$ cat config.mk
export PLATFORM = sky130hd
export DESIGN_NAME = microwave_controller
export DESIGN_NICKNAME = d
export VERILOG_FILES = /design/src/rtl/microwave_controller.sv
export SDC_FILE = /design/constraint.sdc
export NUM_CORES = 1
export LEC_CHECK = 0
export BUFFER_PORTS_ARGS = -buffer_cell sky130_fd_sc_hd__clkbuf_2
export CORE_MARGIN = 5
export CORE_UTILIZATION = 30
export CTS_BUF_LIST = sky130_fd_sc_hd__clkbuf_4
export DETAILED_ROUTE_END_ITERATION = 10
export GPL_TIMING_DRIVEN = 1
export HOLD_SLACK_MARGIN = 0.06
export PLACE_DENSITY = 0.58
export SYNTH_ARGS = -nofsm -noshare
export SYNTH_HDL_FRONTEND = slang
export SYNTH_SLANG_ARGS = --single-unit
$ cat constraint.sdc
create_clock -name clock -period 4.66 [get_ports clock]
set_input_delay 0.466 -clock clock [delete_from_list [all_inputs] [get_ports clock]]
set_output_delay 0.466 -clock clock [all_outputs]
set_load 0.03 [all_outputs]
$ cat src/rtl/microwave_controller.sv
// microwave_controller
//   Sequencing controller for the microwave countdown timer (three BCD digits
//   m:t:o). It turns keypad/start/stop/door events into timer load, clear and
//   enable controls, and drives the magnetron enable and the end-of-cook beep.
//
// Parameters
//   BEEP_CYCLES   cycles beep stays high in DONE (>= 1)
//
// Ports
//   clock         system clock, rising edge
//   clr           synchronous active-high reset
//   tick_1hz      one-cycle pulse per second
//   key_valid     one-cycle pulse, keypad key present
//   key_code[3:0] key value, 0-9 digits, 10-15 ignored
//   start, stop   one-cycle pulses
//   door_closed   level, 1 = door closed
//   timer_zero    zero flag from the timer
//   timer_data    digit presented to the timer (registered)
//   timer_loadn   active-low load/shift strobe (registered)
//   timer_clrn    active-low timer clear (registered pulse, forced low by clr)
//   timer_enable  countdown enable (combinational)
//   mag_on, beep  magnetron enable / end-of-cook indicator (registered)
//   state[2:0]    IDLE=0 ENTRY=1 COOKING=2 PAUSED=3 DONE=4 QLOAD=5
//   digits[1:0]   number of digits entered
//
// Build option
//   QUICK_START_EN  start in IDLE with the door closed loads 0:30 and cooks.
module microwave_controller #(
  parameter int BEEP_CYCLES = 4
) (
  input  logic       clock,
  input  logic       clr,
  input  logic       tick_1hz,
  input  logic       key_valid,
  input  logic [3:0] key_code,
  input  logic       start,
  input  logic       stop,
  input  logic       door_closed,
  input  logic       timer_zero,
  output logic [3:0] timer_data,
  output logic       timer_loadn,
  output logic       timer_clrn,
  output logic       timer_enable,
  output logic       mag_on,
  output logic       beep,
  output logic [2:0] state,
  output logic [1:0] digits
);

  typedef enum logic [2:0] {
    S_IDLE    = 3'd0,
    S_ENTRY   = 3'd1,
    S_COOKING = 3'd2,
    S_PAUSED  = 3'd3,
    S_DONE    = 3'd4,
    S_QLOAD   = 3'd5
  } state_t;

  localparam int BW = (BEEP_CYCLES > 1) ? $clog2(BEEP_CYCLES) : 1;
  localparam logic [BW-1:0] BEEP_LAST = BW'(BEEP_CYCLES - 1);

  state_t        st;
  logic [BW-1:0] beep_cnt;
  logic          clrn_q;
  logic          qs_go;
  logic          entry_go;
  logic          key_take;
`ifdef QUICK_START_EN
  logic          q_step;   // 0: second load pending, 1: loads done
`endif

  assign state      = st;
  assign timer_clrn = clrn_q & ~clr;
  // Gate combinationally so a second cancelled by stop or door never counts.
  assign timer_enable = (st == S_COOKING) & tick_1hz & door_closed & ~stop;

`ifdef QUICK_START_EN
  assign qs_go = start & door_closed;
`else
  assign qs_go = 1'b0;
`endif

  // A zero timer (e.g. "0","0") must not start cooking.
  assign entry_go = start & door_closed & ~timer_zero;

  // Key acceptance, after the higher-priority events of the current state.
  always_comb begin
    key_take = 1'b0;
    if (key_valid && key_code <= 4'd9 && digits != 2'd3) begin
      case (st)
        S_IDLE:  key_take = ~qs_go;
        S_ENTRY: key_take = ~stop & ~entry_go;
        S_DONE:  key_take = ~stop;
        default: key_take = 1'b0;
      endcase
    end
  end

  always_ff @(posedge clock) begin
    if (clr) begin
      st          <= S_IDLE;
      digits      <= 2'd0;
      timer_data  <= 4'd0;
      timer_loadn <= 1'b1;
      clrn_q      <= 1'b1;
      mag_on      <= 1'b0;
      beep        <= 1'b0;
      beep_cnt    <= '0;
`ifdef QUICK_START_EN
      q_step      <= 1'b0;
`endif
    end else begin
      timer_loadn <= 1'b1;
      clrn_q      <= 1'b1;
      if (key_take) begin
        // Also ends DONE early: beep drops as the key is taken.
        st          <= S_ENTRY;
        digits      <= digits + 2'd1;
        timer_loadn <= 1'b0;
        timer_data  <= key_code;
        beep        <= 1'b0;
      end else begin
        case (st)
          S_IDLE: begin
`ifdef QUICK_START_EN
            if (qs_go) begin
              st          <= S_QLOAD;
              timer_loadn <= 1'b0;
              timer_data  <= 4'd3;
              q_step      <= 1'b0;
            end
`endif
          end
          S_ENTRY: begin
            if (stop) begin
              st     <= S_IDLE;
              clrn_q <= 1'b0;
              digits <= 2'd0;
            end else if (entry_go) begin
              st     <= S_COOKING;
              mag_on <= 1'b1;
            end
          end
          S_COOKING: begin
            if (timer_zero) begin
              st       <= S_DONE;
              mag_on   <= 1'b0;
              beep     <= 1'b1;
              beep_cnt <= '0;
              digits   <= 2'd0;
            end else if (stop || !door_closed) begin
              st     <= S_PAUSED;
              mag_on <= 1'b0;
            end
          end
          S_PAUSED: begin
            if (stop) begin
              st     <= S_IDLE;
              clrn_q <= 1'b0;
              digits <= 2'd0;
            end else if (start && door_closed) begin
              st     <= S_COOKING;
              mag_on <= 1'b1;
            end
          end
          S_DONE: begin
            if (stop || beep_cnt == BEEP_LAST) begin
              st   <= S_IDLE;
              beep <= 1'b0;
            end else begin
              beep_cnt <= beep_cnt + 1'b1;
            end
          end
`ifdef QUICK_START_EN
          S_QLOAD: begin
            // Stop is deliberately ignored until the 0:30 load completes.
            if (!q_step) begin
              timer_loadn <= 1'b0;
              timer_data  <= 4'd0;
              q_step      <= 1'b1;
            end else begin
              st     <= S_COOKING;
              mag_on <= 1'b1;
              digits <= 2'd2;
            end
          end
`endif
          default: st <= S_IDLE;
        endcase
      end
    end
  end

endmodule

==> results of run 1 <==
## through the flow
step	cell area (µm²)	setup slack, ns	cells	total power, W
after global placement	987	2.92	147	0.000186
final	1010	2.75	151	0.000260
after global routing	1010	2.62	151	0.000273
after CTS	1010	2.73	151	0.000266
after floorplan	860	2.85	97	0.000172
after detailed placement	987	2.89	147	0.000188
## where the power goes
group	switching, W	internal, W	total (W)
Clock	0.0000442	0.0000320	0.0000762
Combinational	0.0000300	0.0000165	0.0000465
Sequential	0.00000462	0.000133	0.000138
Total	0.0000789	0.000181	0.000260
## kinds of logic (layout without fill, tap and decap cells)
| family | after synthesis | after routing | synth area share |
|---|---|---|---|
| and+or+nand+nor | 46 | 46 | 0.354 |
| adders and majority gates | 2 | 2 | 0.0291 |
| muxes | 1 | 1 | 0.0116 |
| DFF | 15 | 15 | 0.349 |
| AOI/OAI and AO/OA | 26 | 26 | 0.210 |
| buffers and inverters | 7 | 30 | 0.0466 |
## metal layers
layer,vias to the layer above,part of all wire,track usage
li1,405,-,-
met1,360,0.46,0.126
met2,24,0.44,0.168
met3,5,0.068,0.0266
met4,0,0.028,0.0701
met5,-,0,0
## critical path: stages (launching register included)
cell,delay [ns]
dfxtp_1,0.44
nor2_1,0.31
nand3_1,0.11
nor2_1,0.09
clkbuf_2,0.21
## cell usage after synthesis, types with 3 or more instances
cell | count | area share
a21oi_1 | 4 | 0.023
dfxtp_1 | 15 | 0.35
nand2b_1 | 8 | 0.058
nand3b_1 | 3 | 0.026
nor2_1 | 6 | 0.026
nor2b_1 | 7 | 0.051
nor3b_1 | 4 | 0.035
o21ai_0 | 6 | 0.035
o21ai_1 | 4 | 0.023
## final timing paths
kind                    to         from  slack, ns
max           timer_enable     state[2]       2.75
min          timer_data[0]  key_code[0]       0.40
max reg2reg    beep_cnt[0]     state[2]       3.06
min reg2reg    beep_cnt[0]  beep_cnt[0]       0.48
## cell type report
type | count | share of cell area
sequential | 15 | 0.296
inverter | 1 | 0.00370
multi-input combinational | 75 | 0.512
timing repair buffer | 25 | 0.123
clock buffer | 3 | 0.0222
tap | 31 | 0.0382
clock inverter | 1 | 0.00493
## cell usage in the layout, fill, tap and decap left out, drive strengths merged, types with 2 or more instances in the layout
cell type / instances
o21ai: 11
a21oi: 6
nand3b: 3
dfxtp: 15
nand2: 2
nor4: 2
nor3b: 5
nand2b: 8
nor2b: 7
or4b: 2
nor3: 2
nor2: 6
ha: 2
o22ai: 2
nand3: 3
clkbuf: 28
## sequential cells by signal (all words and copies together), names as in the netlist
name         flops
digits           2
state            3
timer_data       4
beep             1
clrn_q           1
mag_on           1
beep_cnt         2
timer_loadn      1
==> metrics.md, run 1 <==
| Metric | Value |
|---|---|
| Hold Path Class | `in -> reg` |
| Total die area | `4040 µm²` |
| Synthesis-stage register bit count | `15` |
| Final hold violations | `0` |
| EDFF count, synth | `0` |
| Initial core utilization | `0.312` |
| H-tree depth | `1` |
| Period utilization | `0.411` |
| Setup bufs post-CTS | `0` |
| Synth cell types | `40` |
| Slew Viols, Final | `0` |
| DRC Markers | `0` |
| GPL Wtd Cong | `0.723` |
| Post-Syn Area | `860 µm²` |
| Yosys Warn Count | `0` |
| First-pass GRT wire length | `3440 µm` |
| TritonCTS clock tree | `yes` |
| Ports | `26` |
| Syn Nets | `111` |
| Via count | `794` |
| Rel. slew slack | `0.702` |
| CP Data Arrival Time | `1.45 ns` |
| CP Data Required Time | `4.19 ns` |
| Max Cap Violations | `0` |
| Sink Count | `15` |
| Area Growth Syn to Fin | `18.0%` |
| Wire per inst | `13.3 µm` |
| GRT overflow | `0` |
| Setup Skew | `0.00965 ns` |
| IO buf count | `25` |
| Antenna diodes | `0` |
| Die Width | `63.5 µm` |
| Layout cells sized above 1 | `0.308` |
| Total Routing Usage GR | `0.106` |
| Mapped Cells | `97` |
| Fill count | `299` |
| Worst-margin pin slew | `0.446 ns` |
| Cell Rows | `19` |
| Via/cell ratio | `5.26` |
| Fin Hold WS | `0.400 ns` |
| Hold Path Depth | `3` |
| Longest Clk Path Bufs | `2` |
| Critical path class | `reg -> out` |
| Die H | `63.5 µm` |
| CTS clk-pin slew, worst paths | `0.10 ns` |
| Antenna Nets Post-Route | `0` |
| Skew-Pair Late Insertion Delay | `0.29 ns` |
| Fin crit period | `1.91 ns` |
| Fin Setup TNS | `0 ns` |
| Drt pass-1 iters | `6` |
| Peak supply drop | `0.119 mV` |
| Startpoint class of the critical path | `flip-flop` |
| Final core utilization | `0.368` |
| Register area | `300 µm²` |
| Async SR Flop Fraction | `0` |
| DRT iter0 DRCs | `52` |
| Nets | `135` |
| Max Freq | `522 MHz` |
| CTS root buf | `clkbuf_4` |
| Vias in the first global route | `772` |
| Seq/Total Area, Yosys | `0.349` |
| WL final | `2010 µm` |
| Core area | `2760 µm²` |
| Pwr per Cell Area | `257 nW/µm²` |
| LEAKAGE | `0.402 nW` |
| Initial antenna violation count | `0` |
| TritonCTS Buffers | `3` |
| Largest net degree at the start of global routing | `23` |
| Setup Viol. Count Final | `0` |
| Average cell area after synthesis | `8.86 µm²` |
| RSZ-0062 raised after global routing | `false` |
| R2R cell count | `4` |
| Status | `finished clean` |
| Cts hold-fix bufs | `0` |
| Main synth FF type | `dfxtp_1` |
| CP endpoint kind | `primary output` |
| Critical Path Fanout Max | `13` |
| Post_cts resized | `0` |
| Area of the multi-input gates | `519 µm²` |
| Post-detail-place hpwl | `1480 µm` |
Power figures use the tool's default switching activity.
==> run 2: changes to the inputs <==
Clock period 4.66 ns to 2 ns, I/O delays scaled along.
==> run 2 against run 1 <==
Total power increased by 140%. Non-clock buffer count unchanged. Cell count unchanged. Worst hold slack got worse by 0.26 ns. Sequential cell count unchanged. Global-route usage increased by 0.31 points. Sequential share of layout area decreased by 0.073 points. First-iteration DRC count decreased by 52%. Critical path type unchanged. Largest cell class unchanged.
==> metrics.md, run 2 (synthesized netlist as in run 1, its figures left out) <==
| Metric | Value |
|---|---|
| Critical path class | `reg -> out` |
| Post-route setup slack | `0.334 ns` |
| Most frequent cells in the layout | `clkbuf_2 (25), dfxtp_1 (15), nand2b_1 (8)` |
| Longest Clk Path Bufs | `2` |
| Pre-CTS setup slack | `0.406 ns` |
| Max Freq | `600 MHz` |
| TritonCTS Buffers | `3` |
| Leading cell type in the layout, fill and taps excluded | `clkbuf_2` |
| Total die area | `4040 µm²` |
| Period utilization | `0.833` |
| IO buf count | `25` |
| Post-place instance area | `987 µm²` |
| Fin crit period | `1.67 ns` |
| Peak supply drop | `0.375 mV` |
| Worst-margin pin slew | `0.470 ns` |
| Layout cells sized above 1 | `0.308` |
| Fill count | `293` |
| Ports | `26` |
| Largest net degree at the start of global routing | `23` |
| CTS root buf | `clkbuf_4` |
| Initial core utilization | `0.312` |
| Post_cts resized | `0` |
| Drt pass-1 iters | `4` |
| Vias in the first global route | `798` |
| Setup Viol. Count Final | `0` |
| Area of the multi-input gates | `519 µm²` |
| RSZ-0062 raised after global routing | `false` |
| Antenna diodes | `0` |
| Max reg flops | `4` |
| Slew Viols, Final | `0` |
| Skew-Pair Late Insertion Delay | `0.28 ns` |
| Register area | `300 µm²` |
| Most used cell, CP | `nor2_1` |
| Wire per inst | `13.5 µm` |
| Hold Path Class | `in -> reg` |
| DRT iter0 DRCs | `25` |
| DRC Markers | `0` |
| TritonCTS clock tree | `yes` |
| Cts hold-fix bufs | `0` |
| Slowest stage cell, crit path | `dfxtp_1` |
| Die Width | `63.5 µm` |
| Status | `finished clean` |
| Top reg by flops | `timer_data` |
| CP endpoint kind | `primary output` |
| Die H | `63.5 µm` |
| WL final | `2030 µm` |
| Final Total Pwr | `0.000619 W` |
| Setup bufs post-CTS | `0` |
| Initial antenna violation count | `0` |
| Max Cap Violations | `0` |
| Total Routing Usage GR | `0.109` |
| Sink Count | `15` |
| Startpoint class of the critical path | `flip-flop` |
| Finished Layout Cells | `151` |
| Dpl cells | `147` |
| Final hold violations | `0` |
| H-tree depth | `1` |
| Worst-path cell chain | `nor2_1 -> nand3_1 -> nor2_1 -> clkbuf_2` |
| WP buf/inv | `1` |
| Post-detail-place hpwl | `1510 µm` |
| Core area | `2760 µm²` |
| Nets | `135` |
| GPL Wtd Cong | `0.727` |
| Rel. slew slack | `0.686` |
| CP Data Arrival Time | `1.47 ns` |
| LEAKAGE | `0.402 nW` |
| Antenna Nets Post-Route | `0` |
| Cell Rows | `19` |
| GRT overflow | `0` |
| Finished layout cell area | `1020 µm²` |
| Via count | `796` |
| CP Data Required Time | `1.80 ns` |
| Fin Setup TNS | `0 ns` |
| Pwr per Cell Area | `608 nW/µm²` |
| Area Growth Syn to Fin | `18.3%` |
| Highest cell delay on the worst timing path | `0.43 ns` |
| CP top delay family | `simple AND/OR/NAND/NOR gates` |
| CTS clk-pin slew, worst paths | `0.09 ns` |
| Critical Path Fanout Max | `13` |
| Via/cell ratio | `5.27` |
| First-pass GRT wire length | `3490 µm` |
| Setup Skew | `0.00102 ns` |
[run 2: cell count changes in the layout (fill, tap and decap cells not counted)]
cell,previous run,this run
clkbuf_4,3,4
clkinv_2,1,0
[run 2: area by class of cell]
class | instances | share of cell area
clock buffer | 4 | 0.0295
inverter | 1 | 0.00369
multi-input combinational | 75 | 0.510
sequential | 15 | 0.295
tap | 31 | 0.0381
timing repair buffer | 25 | 0.123
[run 2: routing by layer]
layer  GRT usage  vias to the layer above  routed length (µm)  share of wire
met5           0                        -                   0              0
met1       0.123                      358                 908           0.45
met4      0.0701                        0                  56          0.028
met2       0.183                       28                 916           0.45
li1            -                      405                   -              -
met3      0.0249                        5                 151          0.074
[run 2: worst register-to-register path, cell delays in order (launching register included)]
cell,delay [ns]
dfxtp_1,0.56
or4b_4,0.53
a21oi_4,0.19
o21ai_2,0.09
o2bb2ai_1,0.13
[run 2: path summary, 6_finish.rpt]
| kind | startpoint | to | slack, ns | cells after the start |
|---|---|---|---|---|
| setup reg to reg | state[2] | beep_cnt[0] | 0.40 | 4 |
| hold / removal | key_code[0] | timer_data[0] | 0.14 | 3 |
| setup / recovery | state[2] | timer_enable | 0.33 | 4 |
| hold reg to reg | beep_cnt[0] | beep_cnt[0] | 0.48 | 1 |
[run 2: power breakdown]
part           internal (W)  switching (W)  total, W
clock network     0.0000911      0.0000980  0.000189
logic             0.0000386      0.0000702  0.000109
registers          0.000310      0.0000110  0.000321
total              0.000439       0.000179  0.000619
[run 2: metrics by stage]
| stage | util | hold WS, ns |
|---|---|---|
| after CTS | 0.369 | 0.130 |
| after floorplan | - | 0.325 |
| after global routing | 0.369 | 0.137 |
| after global placement | 0.358 | 0.440 |
| final | 0.369 | 0.140 |
| after detailed placement | 0.358 | 0.444 |
==> run 3: changes to the inputs <==
Settings changed: PLACE_DENSITY 0.58 to 0.6.
Clock period 2 ns to 1.4 ns, I/O delays scaled along.
==> run 3 against run 2 <==
The run now ends with setup timing left. Sequential cell count is the same. Clock skew rose by 0.0064 ns. Count of clock-buffer cells in the layout unchanged. Sequential power rose by 40%. Register-to-register slack worse by 0.46 ns. Total power up 51%. Global-route usage grew 0.72 points. Utilization is 7.5 points higher.
==> metrics.md, run 3 (synthesized netlist as in run 1, its figures left out) <==
| Metric | Value |
|---|---|
| DRT iter0 DRCs | `50` |
| Top Usage Layer GRT | `met2` |
| Sink Count | `15` |
| Max reg flops | `4` |
| Layout cells sized above 1 | `0.507` |
| Nets | `151` |
| TritonCTS clock tree | `yes` |
| Antenna Nets Post-Route | `0` |
| Slowest stage cell, crit path | `or4b_4` |
| Seq pwr share | `0.483` |
| Post-route setup slack | `-0.0649 ns` |
| Vias in the first global route | `900` |
| Fin Hold WS | `0.0798 ns` |
| Hold worst-path end | `timer_data[2]` |
| Drt pass-1 iters | `4` |
| Finished layout cell area | `1220 µm²` |
| Via count | `878` |
| Longest Clk Path Bufs | `2` |
| Rel. slew slack | `0.780` |
| Setup Viol. Count Final | `2` |
| CP endpoint kind | `flip-flop` |
| GR Util met1 | `0.139` |
| Area Growth Syn to Fin | `42.5%` |
| GPL Wtd Cong | `0.775` |
| R2r startpoint | `beep_cnt[0]` |
| R2R Path End | `beep_cnt[1]` |
| Top reg by flops | `timer_data` |
| Period utilization | `1.05` |
| Critical path class | `reg -> reg` |
| Hold Path Depth | `3` |
| GRT overflow | `0` |
| Final hold violations | `0` |
| Worst-margin pin slew | `0.327 ns` |
| Pwr per Cell Area | `762 nW/µm²` |
| Hold Path Class | `in -> reg` |
| Peak supply drop | `0.502 mV` |
| Post-detail-place hpwl | `1710 µm` |
| CTS root buf | `clkbuf_4` |
| H-tree depth | `1` |
| CP Data Arrival Time | `1.64 ns` |
| Status | `complete, but fails checks` |
| Max Cap Violations | `0` |
| Largest net degree at the start of global routing | `17` |
| RSZ-0062 raised after global routing | `true` |
| Setup Skew | `0.00745 ns` |
| CP Data Required Time | `1.58 ns` |
| Initial core utilization | `0.312` |
| Fin crit period | `1.46 ns` |
| Initial antenna violation count | `0` |
| Most frequent cells in the layout | `clkbuf_2 (24), buf_4 (15), dfxtp_1 (8)` |
| Internal | `0.000657 W` |
| Ports | `26` |
| Die Width | `63.5 µm` |
| Comb pwr share | `0.218` |
| R2R cell count | `5` |
| Leading cell type in the layout, fill and taps excluded | `clkbuf_2` |
| Sw power | `0.000276 W` |
| CTS clk-pin slew, worst paths | `0.10 ns` |
| First-pass GRT wire length | `3900 µm` |
| Total die area | `4040 µm²` |
| Slew Viols, Final | `0` |
| Highest cell delay on the worst timing path | `0.49 ns` |
| Power share of the clock group | `0.299` |
| Cell Rows | `19` |
| DRC Markers | `0` |
| Die H | `63.5 µm` |
| Via/cell ratio | `5.26` |
| Final core utilization | `0.444` |
| Met3 usage | `0.0320` |
| Fin Setup TNS | `-0.125 ns` |
| Sw Share | `0.296` |
| Total Routing Usage GR | `0.117` |
| Cts hold-fix bufs | `0` |
| WL final | `2230 µm` |
| TritonCTS Buffers | `3` |
| Worst-path cell chain | `ha_4 -> or4b_4 -> a21oi_4 -> o21ai_2 -> mux2i_1` |
| Core area | `2760 µm²` |
| Max Freq | `683 MHz` |
| Post-place instance area | `1100 µm²` |
| Flop2flop setup slack | `-0.06 ns` |
| IO buf count | `25` |
| Wire per inst | `13.4 µm` |
| Violated checks | `setup timing` |
| Hold path startpoint | `key_code[2]` |
| LEAKAGE | `0.497 nW` |
| Antenna diodes | `0` |
| Startpoint class of the critical path | `flip-flop` |
| Skew-Pair Late Insertion Delay | `0.29 ns` |
| Met2 Track Usage GR | `0.192` |
| Critical Path Fanout Max | `3` |
run 3: cell types whose count changed in the layout (fill, tap and decap cells not counted), sizes merged:
cell and delta:
buf +17, clkbuf -1
run 3: routing by layer:
metal | wire length, µm | share of wire
met1 | 992 | 0.44
met2 | 1050 | 0.47
met4 | 38 | 0.017
met5 | 0 | 0
met3 | 153 | 0.069
run 3: layout make-up:
| class | instances | area (µm²) |
|---|---|---|
| clock buffer | 4 | 30.0 |
| fill | 288 | 1530 |
| inverter | 1 | 3.75 |
| multi-input combinational | 75 | 578 |
| sequential | 15 | 319 |
| tap | 31 | 38.8 |
| timing repair buffer | 41 | 255 |
run 3: power by group through the flow:
stage	combinational (W)	clock, W	sequential [W]
global placement	0.000187	0	0.000463
CTS	0.000197	0.000289	0.000451
finish	0.000203	0.000279	0.000450
global route	0.000222	0.000304	0.000453
floorplan	0.0000839	0	0.000491
detailed placement	0.000191	0	0.000463
run 3: metrics by stage:
step / std cells / setup slack [ns] / total power (W)
finish: 167 / -0.0649 / 0.000933
global route: 167 / -0.127 / 0.000980
CTS: 164 / -0.104 / 0.000936
detailed placement: 160 / -0.124 / 0.000655
global placement: 160 / -0.0755 / 0.000649
floorplan: 97 / -0.0560 / 0.000575
run 3: critical path, delay by kind of cell (launching register included):
family / cells / cell delay (ns)
AO/OA/AOI/OAI: 2 / 0.25
AND/OR/NAND/NOR: 1 / 0.49
multiplexers: 1 / 0.12
flip-flops: 1 / 0.34
adder cells (fa/ha/maj): 1 / 0.16
run 3: timing repair:
action / in CTS / in global routing
gates resized for setup: 10 / 9
setup endpoints to repair: 6 / 9
pin swaps: 9 / 3
buffers inserted: 0 / 3
run 3: worst max-delay path by stage:
stage | from | endpoint | slack (ns)
2_1_floorplan | beep_cnt[1] | beep_cnt[1] | -0.06
3_3_place_gp | beep_cnt[1] | beep_cnt[0] | -0.08
3_5_place_dp | beep_cnt[1] | beep_cnt[1] | -0.12
4_1_cts | beep_cnt[0] | beep_cnt[1] | -0.10
5_1_grt | beep_cnt[1] | beep_cnt[0] | -0.13
6_report | beep_cnt[0] | beep_cnt[1] | -0.06
